File: src/rtl/quad_encoder_ctrl.sv
// Quadrature encoder controller: pin sync, tick-based stability filter, Gray decode FSM and
// wrapping signed position count with snapshot read. Define ENC_DETENT_EN for one count per detent.
module quad_encoder_ctrl #(
  parameter int unsigned CNT_W    = 16,
  parameter int unsigned TICK_DIV = 100,
  parameter int unsigned STABLE_N = 2
) (
  input  logic             clk,
  input  logic             rst_n,
  input  logic             a_in,
  input  logic             b_in,
  input  logic             en,
  input  logic             clr,
  input  logic             rd_stb,
  output logic [CNT_W-1:0] rd_data,
  output logic             rd_valid,
  output logic [CNT_W-1:0] count,
  output logic             step_cw,
  output logic             step_ccw,
  output logic             err
);

  localparam int unsigned TCNT_W = (TICK_DIV > 1) ? $clog2(TICK_DIV) : 1;
  localparam int unsigned SCNT_W = $clog2(STABLE_N + 1);

  typedef enum logic [2:0] {INIT, S00, S10, S11, S01} state_t;

  function automatic logic [1:0] st_ab(input state_t s);
    case (s)
      S10:     st_ab = 2'b10;
      S11:     st_ab = 2'b11;
      S01:     st_ab = 2'b01;
      default: st_ab = 2'b00;
    endcase
  endfunction

  function automatic state_t ab_st(input logic [1:0] v);
    case (v)
      2'b10:   ab_st = S10;
      2'b11:   ab_st = S11;
      2'b01:   ab_st = S01;
      default: ab_st = S00;
    endcase
  endfunction

`ifndef ENC_DETENT_EN
  function automatic logic [1:0] cw_next(input logic [1:0] v);
    case (v)
      2'b00:   cw_next = 2'b10;
      2'b10:   cw_next = 2'b11;
      2'b11:   cw_next = 2'b01;
      default: cw_next = 2'b00;
    endcase
  endfunction
`endif

  logic [1:0]        a_sync, b_sync;
  logic [1:0]        ab_s;
  logic [TCNT_W-1:0] tcnt;
  logic              tick_c;
  logic [SCNT_W-1:0] scnt, scnt_nxt;
  logic              stable_c;
  logic [1:0]        last_sample, ab_acc;
  logic              new_q, stable_q;
  state_t            state, state_nxt;
  logic [1:0]        cur_ab;
  logic              inc_c, dec_c, ill_c;

  // Two-flop synchronisers on the raw pins
  always_ff @(posedge clk or negedge rst_n) begin
    if (!rst_n) begin
      a_sync <= 2'b00;
      b_sync <= 2'b00;
    end else begin
      a_sync <= {a_sync[0], a_in};
      b_sync <= {b_sync[0], b_in};
    end
  end

  assign ab_s   = {a_sync[1], b_sync[1]};
  assign tick_c = en && (tcnt == TCNT_W'(TICK_DIV - 1));

  always_ff @(posedge clk or negedge rst_n) begin
    if (!rst_n)      tcnt <= '0;
    else if (tick_c) tcnt <= '0;
    else if (en)     tcnt <= tcnt + TCNT_W'(1);
  end

  // Stability counter saturates at STABLE_N; any differing sample restarts it at 1
  always_comb begin
    scnt_nxt = SCNT_W'(1);
    if (ab_s == last_sample)
      scnt_nxt = (scnt == SCNT_W'(STABLE_N)) ? scnt : scnt + SCNT_W'(1);
  end

  assign stable_c = (scnt_nxt == SCNT_W'(STABLE_N));

  always_ff @(posedge clk or negedge rst_n) begin
    if (!rst_n) begin
      scnt        <= '0;
      last_sample <= 2'b00;
      ab_acc      <= 2'b00;
      new_q       <= 1'b0;
      stable_q    <= 1'b0;
    end else begin
      new_q    <= tick_c && stable_c && (ab_s != ab_acc);
      stable_q <= tick_c && stable_c;
      if (tick_c) begin
        scnt        <= scnt_nxt;
        last_sample <= ab_s;
        if (stable_c && (ab_s != ab_acc)) ab_acc <= ab_s;
      end
    end
  end

  always_ff @(posedge clk or negedge rst_n) begin
    if (!rst_n) state <= INIT;
    else        state <= state_nxt;
  end

  // Strobes only arise from enabled ticks, so a strobe still in flight when en drops is consumed
  always_comb begin
    state_nxt = state;
    inc_c     = 1'b0;
    dec_c     = 1'b0;
    ill_c     = 1'b0;
    cur_ab    = st_ab(state);
    if (state == INIT) begin
      if (new_q || stable_q) state_nxt = ab_st(ab_acc);
    end else if (new_q && (ab_acc != cur_ab)) begin
      state_nxt = ab_st(ab_acc);
      if ((ab_acc ^ cur_ab) == 2'b11) begin
        ill_c = 1'b1;
      end else begin
`ifdef ENC_DETENT_EN
        if (ab_acc == 2'b00) begin
          inc_c = (cur_ab == 2'b01);
          dec_c = (cur_ab == 2'b10);
        end
`else
        if (ab_acc == cw_next(cur_ab)) inc_c = 1'b1;
        else                           dec_c = 1'b1;
`endif
      end
    end
  end

  // clr overrides a same-cycle step on the count but the pulse still goes out
  always_ff @(posedge clk or negedge rst_n) begin
    if (!rst_n) begin
      count    <= '0;
      step_cw  <= 1'b0;
      step_ccw <= 1'b0;
      err      <= 1'b0;
      rd_data  <= '0;
      rd_valid <= 1'b0;
    end else begin
      step_cw  <= inc_c;
      step_ccw <= dec_c;
      rd_valid <= rd_stb;
      if (rd_stb) rd_data <= count;
      if (clr)        count <= '0;
      else if (inc_c) count <= count + CNT_W'(1);
      else if (dec_c) count <= count - CNT_W'(1);
      if (clr)        err <= 1'b0;
      else if (ill_c) err <= 1'b1;
    end
  end

endmodule

File: config.mk
export PLATFORM = sky130hd
export DESIGN_NAME = quad_encoder_ctrl
export DESIGN_NICKNAME = d
export VERILOG_FILES = /design/src/rtl/quad_encoder_ctrl.sv
export SDC_FILE = /design/constraint.sdc
export NUM_CORES = 1
export LEC_CHECK = 0
export ABC_AREA = 0
export BUFFER_PORTS_ARGS = -buffer_cell sky130_fd_sc_hd__buf_4
export CAP_MARGIN = 20
export CELL_PAD_IN_SITES_DETAIL_PLACEMENT = 1
export CELL_PAD_IN_SITES_GLOBAL_PLACEMENT = 2
export CORE_ASPECT_RATIO = 0.6
export CORE_MARGIN = 5
export CORE_UTILIZATION = 38
export CTS_BUF_LIST = sky130_fd_sc_hd__clkbuf_16
export CTS_CLUSTER_DIAMETER = 30
export CTS_CLUSTER_SIZE = 12
export DETAILED_ROUTE_END_ITERATION = 8
export PLACE_DENSITY_LB_ADDON = 0.1
export SLEW_MARGIN = 20
export SYNTH_ARGS = -nofsm -noshare
export SYNTH_HDL_FRONTEND = slang
export SYNTH_SLANG_ARGS = --single-unit
File: constraint.sdc
create_clock -name clk -period 4.29 [get_ports clk]
set_clock_uncertainty 0.1 [all_clocks]
set_input_delay 0.2145 -clock clk [delete_from_list [all_inputs] [get_ports clk]]
set_output_delay 0.2145 -clock clk [all_outputs]
set_load 0.005 [all_outputs]
Yosys cells after proc, flatten, opt, wreduce, memory -nomap -nowiden
Cells that the tools add are included.

Register bits: 58. Input port bits: 7. Output and inout bits: 36. Logic and storage cells: 80.

Add/subtract/negate cells: 4. Equality and inequality tests: 17. Multiplexer cells: 29. Bitwise gates (word level): 1. Reduce and logical (&&, ||, !) cells: 14.

Operators by type and width (number): 16-bit 2-to-1 mux (3); 16-bit by 1-bit adder with 16-bit output (second input constant) (1); 16-bit by 1-bit subtractor with 16-bit output (second input constant) (1); 2-bit == test (second input constant) (7); 7-bit 2-to-1 mux (2); 1-bit 2-to-1 mux (13); 2-bit case mux with 3 select lines (2); 2-bit 2-to-1 mux (5); 3-bit 2-to-1 mux (3); 3-bit case mux with 3 select lines (1); 7-bit by 1-bit adder with 7-bit output (second input constant) (1); 7-bit == test (second input constant) (1); 3-bit by 2-bit == test with 1-bit output (second input constant) (2); 2-bit nonzero test (3); 1-bit logical AND (5); 2-bit == test (2); 2-bit != test (2); 2-bit AND reduction (2); 3-bit == test (second input constant) (1); 3-bit zero test (1); 3-bit nonzero test (1); 2-bit by 1-bit adder with 2-bit output (second input constant) (1); 2-bit by 1-bit == test with 1-bit output (second input constant) (1); 2-bit zero test (1); other kinds (3) (3).

Logic depth before layout (Yosys ltp)
Depth after elaboration: 15. Mapped depth: 11. Gate-level depth less buffers: 10.

Least setup slack after synthesis
OpenSTA, ideal clock, no wires.

Path kind: reg-to-reg. From: reg ab_acc[1]. To: reg count[15]. Setup time: 125 ps. Arrival time: 3001 ps. Required time: 4065 ps. Setup slack: 1064 ps. Stages on the path, launching flop included: 12. Path buffers: 1. Period minus slack after synthesis: 3226 ps. Cell sequence: dfrtp_1 buf_2 a21oi_1 a221oi_2 o21ai_2 ha_1 a21oi_1 o21bai_1 a211oi_1 o2bb2ai_2 mux2i_4 mux2_4.

Word-level cells in the longest chain between the ends: 7. Elaborated cells on any way between the ends: 16. Classes of those cells: eq/ne: 3; mux: 10; bitwise: 1; reduce/logical: 2.

Ends and longest elaborated chain: start, declared (RTL line 63) `logic [1:0] last_sample, ab_acc;`; start signal, assigned (RTL line 111) `if (stable_c && (ab_s != ab_acc)) ab_acc <= ab_s;`; 2-bit == test / 2-bit bitwise XOR (equally long branches) (RTL line 141, 132); 1-bit 2-to-1 mux / 2-bit == test (equally long branches) (RTL line 141, 132); 1-bit 2-to-1 mux (RTL line 132) `if ((ab_acc ^ cur_ab) == 2'b11) begin`; 1-bit 2-to-1 mux (RTL line 130) `end else if (new_q && (ab_acc != cur_ab)) begin`; 1-bit 2-to-1 mux (RTL line 128) `if (state == INIT) begin`; 16-bit 2-to-1 mux (RTL line 163) `else if (inc_c) count <= count + CNT_W'(1);`; 16-bit 2-to-1 mux (RTL line 162) `if (clr) count <= '0;`; end signal, assigned (RTL line 163); end signal, assigned (RTL line 164) `else if (dec_c) count <= count - CNT_W'(1);`; end, declared (RTL line 17) `output logic [CNT_W-1:0] count,`.

Several ways; a longest one is shown, not always the timed one. A chain may end at the register's enable or synchronous reset.

Final worst setup path
From: reg state[0]. To: reg count[15].

Word-level cells in the longest chain between the ends: 14. Elaborated cells on any way between the ends: 28. Classes of those cells: eq/ne: 8; mux: 15; bitwise: 1; reduce/logical: 4.

Ends and longest elaborated chain: start, declared (RTL line 65) `state_t state, state_nxt;`; start signal, assigned (RTL line 118) `else state <= state_nxt;`; 3-bit == test / 3-bit by 2-bit == test with 1-bit output (equally long branches) (RTL line 29) `case (s)`; 2-bit case mux with 3 select lines (RTL line 29); 2-bit == test / 2-bit zero test (equally long branches) (RTL line 48) `case (v)`; 2-bit case mux with 3 select lines (RTL line 48); 2-bit 2-to-1 mux (RTL line 132); 2-bit 2-to-1 mux (RTL line 130); 2-bit 2-to-1 mux (RTL line 128); 2-bit == test (RTL line 141) `if (ab_acc == cw_next(cur_ab)) inc_c = 1'b1;`; 1-bit 2-to-1 mux (RTL line 141); 1-bit 2-to-1 mux (RTL line 132); 1-bit 2-to-1 mux (RTL line 130); 1-bit 2-to-1 mux (RTL line 128); 16-bit 2-to-1 mux (RTL line 163); 16-bit 2-to-1 mux (RTL line 162).

Several ways; a longest one is shown, not always the timed one. The select of a mux whose other input is x is not followed.

==> flow_summary.yaml <==
outcome:
  status: "complete, no violations"
sta:
  fmax_mhz: 275
  relSlewSlack_pct: 40.9
  rsz0062_at_grt: "false"
  hold_violations: 0
  slew_violations: 0
  setup_viol: 0
  worst_pin_slew_ns: 0.887
  period_share_pct: 84.9
  fin_ws_ns: 0.649
  period_minus_slack_ns: 3.64
  fin_setup_tns_ns: 0
critical_path:
  required_ns: 4.39
  path_buf_inv: 0
  r2r-end: "count[15]"
  reg2reg_slack_ns: 0.65
  endpoint_kind: "flop"
  r2r_cells: 10
  cp_top_family: "compound AO/OA/AOI/OAI gates"
  cpPeakStageDelay_ns: 0.73
  cp_max_fo: 19
  slowest_stage: "o21ai_2"
  cp_data_arrival_time_ns: 3.74
  r2r_start: "state[0]"
  path_class: "reg2reg"
  start_kind: "flop"
  path_cells: "or3b_1, a221oi_2, o21ai_2, ha_1, a21oi_1, o21bai_1, a211oi_1, o2bb2ai_2, mux2i_4, mux2_4"
floorplan:
  ios: 43
  die_area_mm2: 0.0108
  start_util_pct: 39.0
  core.rowCount: 26
  core-area_mm2: 0.00849
  die_h_um: 82.3
  die_w_um: 131
clocking:
  numCtsBuffers: 9
  cts.sinks: 58
  clk_pin_slew_worst_paths_ns: 0.05
  cts_tree: "yes"
  post_cts_buffers: 0
  insertion_delay_ns: 0.33
  clk_path_buf_depth: 2
  cts_root_buffer: "clkbuf_16"
  cts_resized: 0
  ctsHtreeMaxLevel: 3
drt:
  drt_iter0_markers: 127
  via_per_inst: 5.24
  vias: 2487
  drt-total-wl_um: 7990
  drcViolationCount: 0
  wl_per_cell_um: 16.8
  drt-pass1-iter-count: 4
  ant_nets: 0
power:
  leakage_nw: 1.97
  vdd.ir_drop.worst_mv: 0.202
  power_density_mw_per_mm2: 369
final_layout:
  seqCellArea_mm2: 0.00145
  areaGrowthSynthToFinish_pct: 23.6
  multiInputGateArea_mm2: 0.00177
  layout.nets: 388
  nFillCells: 909
  antenna_cells: 0
  drive_gt1_share_pct: 25.3
synth:
  ys_seq_area_share_pct: 43.8
  synth_fp_nets: 341
  synthCells: 311
  synth_edf_count: 0
  synth-seq-cells: 58
  synthFlopType: "dfrtp_1"
  ys_warn_count: 0
  ys_types: 56
  async_flop_share_pct: 100
  syn_area_mm2: 0.00331
  syn_avg_cell_area_um2: 10.7
grt:
  met3_usage_pct: 5.14
  grt_max_degree: 59
  grt_pass1_wl_um: 13400
  gr-usage-all-layers_pct: 16.2
  grt_overflow: 0
  grt_use_met2_pct: 22.5
  grt-busiest-layer: "met1"
  antenna_found_initial: 0
  gr-usage-met1_pct: 24.1
  grt_pass1_vias: 2567
worst_hold_path:
  worstHoldStart: "rd_stb"
  holdPathEnd: "rd_valid"
  hold_depth: 1
  min_path_type: "in2reg"
place:
  io_buffers: 42
  place_ws_ns: 0.644
  dp_hpwl_um: 5770
  gp_congestion: 0.807
flow_run:
  cap_violations: 0
-- report_power, final --
group          total (mW)  switching (mW)  internal [mW]
Clock               0.803           0.242          0.561
Combinational      0.0973          0.0507         0.0466
Sequential          0.610          0.0314          0.579
Total                1.51           0.324           1.19
-- Yosys cell counts, types with 5 or more instances --
library cell  instances  area [um^2]
clkbuf_1              5         18.8
o21ai_0               8         40.0
o211ai_1              5         37.5
mux2_2               19          214
nand2_1              28          105
xnor2_1              14          123
nand3_1               5         25.0
ha_1                 22          275
dfrtp_1              58         1450
nor2_1               28          105
mux2i_1              11          110
a21oi_1              18         90.1
inv_1                10         37.5
-- kinds of logic (layout without fill, tap and decap cells) --
family | after synthesis | in the layout | synth area share [%]
xor+xnor | 19 | 19 | 5.25
simple gates | 89 | 89 | 13.6
flops | 58 | 58 | 43.8
fa+ha+maj | 23 | 23 | 8.91
buf+inv | 22 | 74 | 2.87
compound gates | 64 | 64 | 13.4
mux | 36 | 36 | 12.3
-- cell type report --
cell class                      count  area share [%]
Tap cell                          112            3.42
Inverter                           11            1.01
Sequential cell                    58            35.4
Timing Repair Buffer               47            8.80
Clock inverter                      7            2.69
Clock buffer                        9            5.50
Multi-Input combinational cell    231            43.2
-- registers in the layout, indices dropped and copies added (netlist names) --
name,count
scnt,2
step_cw,1
err,1
count,16
tcnt,7
rd_valid,1
rd_data,16
stable_q,1
step_ccw,1
last_sample,2
b_sync,2
a_sync,2
state,3
new_q,1
ab_acc,2
-- layout by cell type (no fill, tap or decap), drive strengths merged, types with 5 or more instances in the layout --
master	n
o21ai	11
ha	22
buf	44
nand3	5
mux2i	12
nor2	28
a21oi	19
dfrtp	58
o22ai	5
xnor2	15
inv	13
mux2	24
clkbuf	9
nand2	28
o211ai	5
-- through the flow --
step / cells / util [%] / hold WS (ns) / cell area [um^2] / total power [mW]
global placement: 456 / 43.9 / 0.225 / 3730 / 0.714
detailed placement: 456 / 43.9 / 0.226 / 3730 / 0.719
floorplan: 311 / - / -0.181 / 3310 / 0.679
global route: 475 / 48.2 / 0.0569 / 4100 / 1.59
CTS: 475 / 48.2 / 0.0646 / 4100 / 1.54
finish: 475 / 48.2 / 0.0675 / 4100 / 1.51
-- worst max-delay path by stage --
| stage | startpoint | endpoint | slack, ns | cells after the start |
|---|---|---|---|---|
| final | state[0] | count[15] | 0.65 | 10 |
| after global routing | state[0] | count[15] | 0.35 | 10 |
| after CTS | state[0] | count[15] | 0.61 | 10 |
| after detailed placement | state[0] | count[15] | 0.64 | 10 |
| after global placement | state[0] | count[15] | 0.81 | 10 |
| after floorplan | ab_acc[1] | count[15] | 1.06 | 11 |
-- repair_timing --
item | in CTS | in global routing
hold buffers | 3 | 0
hold endpoints to repair | 60 | 0
setup endpoints to repair | 0 | 0
-- routing by layer --
layer,share of wire [%],vias up
li1,-,1212
met1,54,1220
met2,40,41
met3,4.6,14
met4,1.1,0
met5,0,-
No activity file was read; power rests on OpenSTA's default activity.
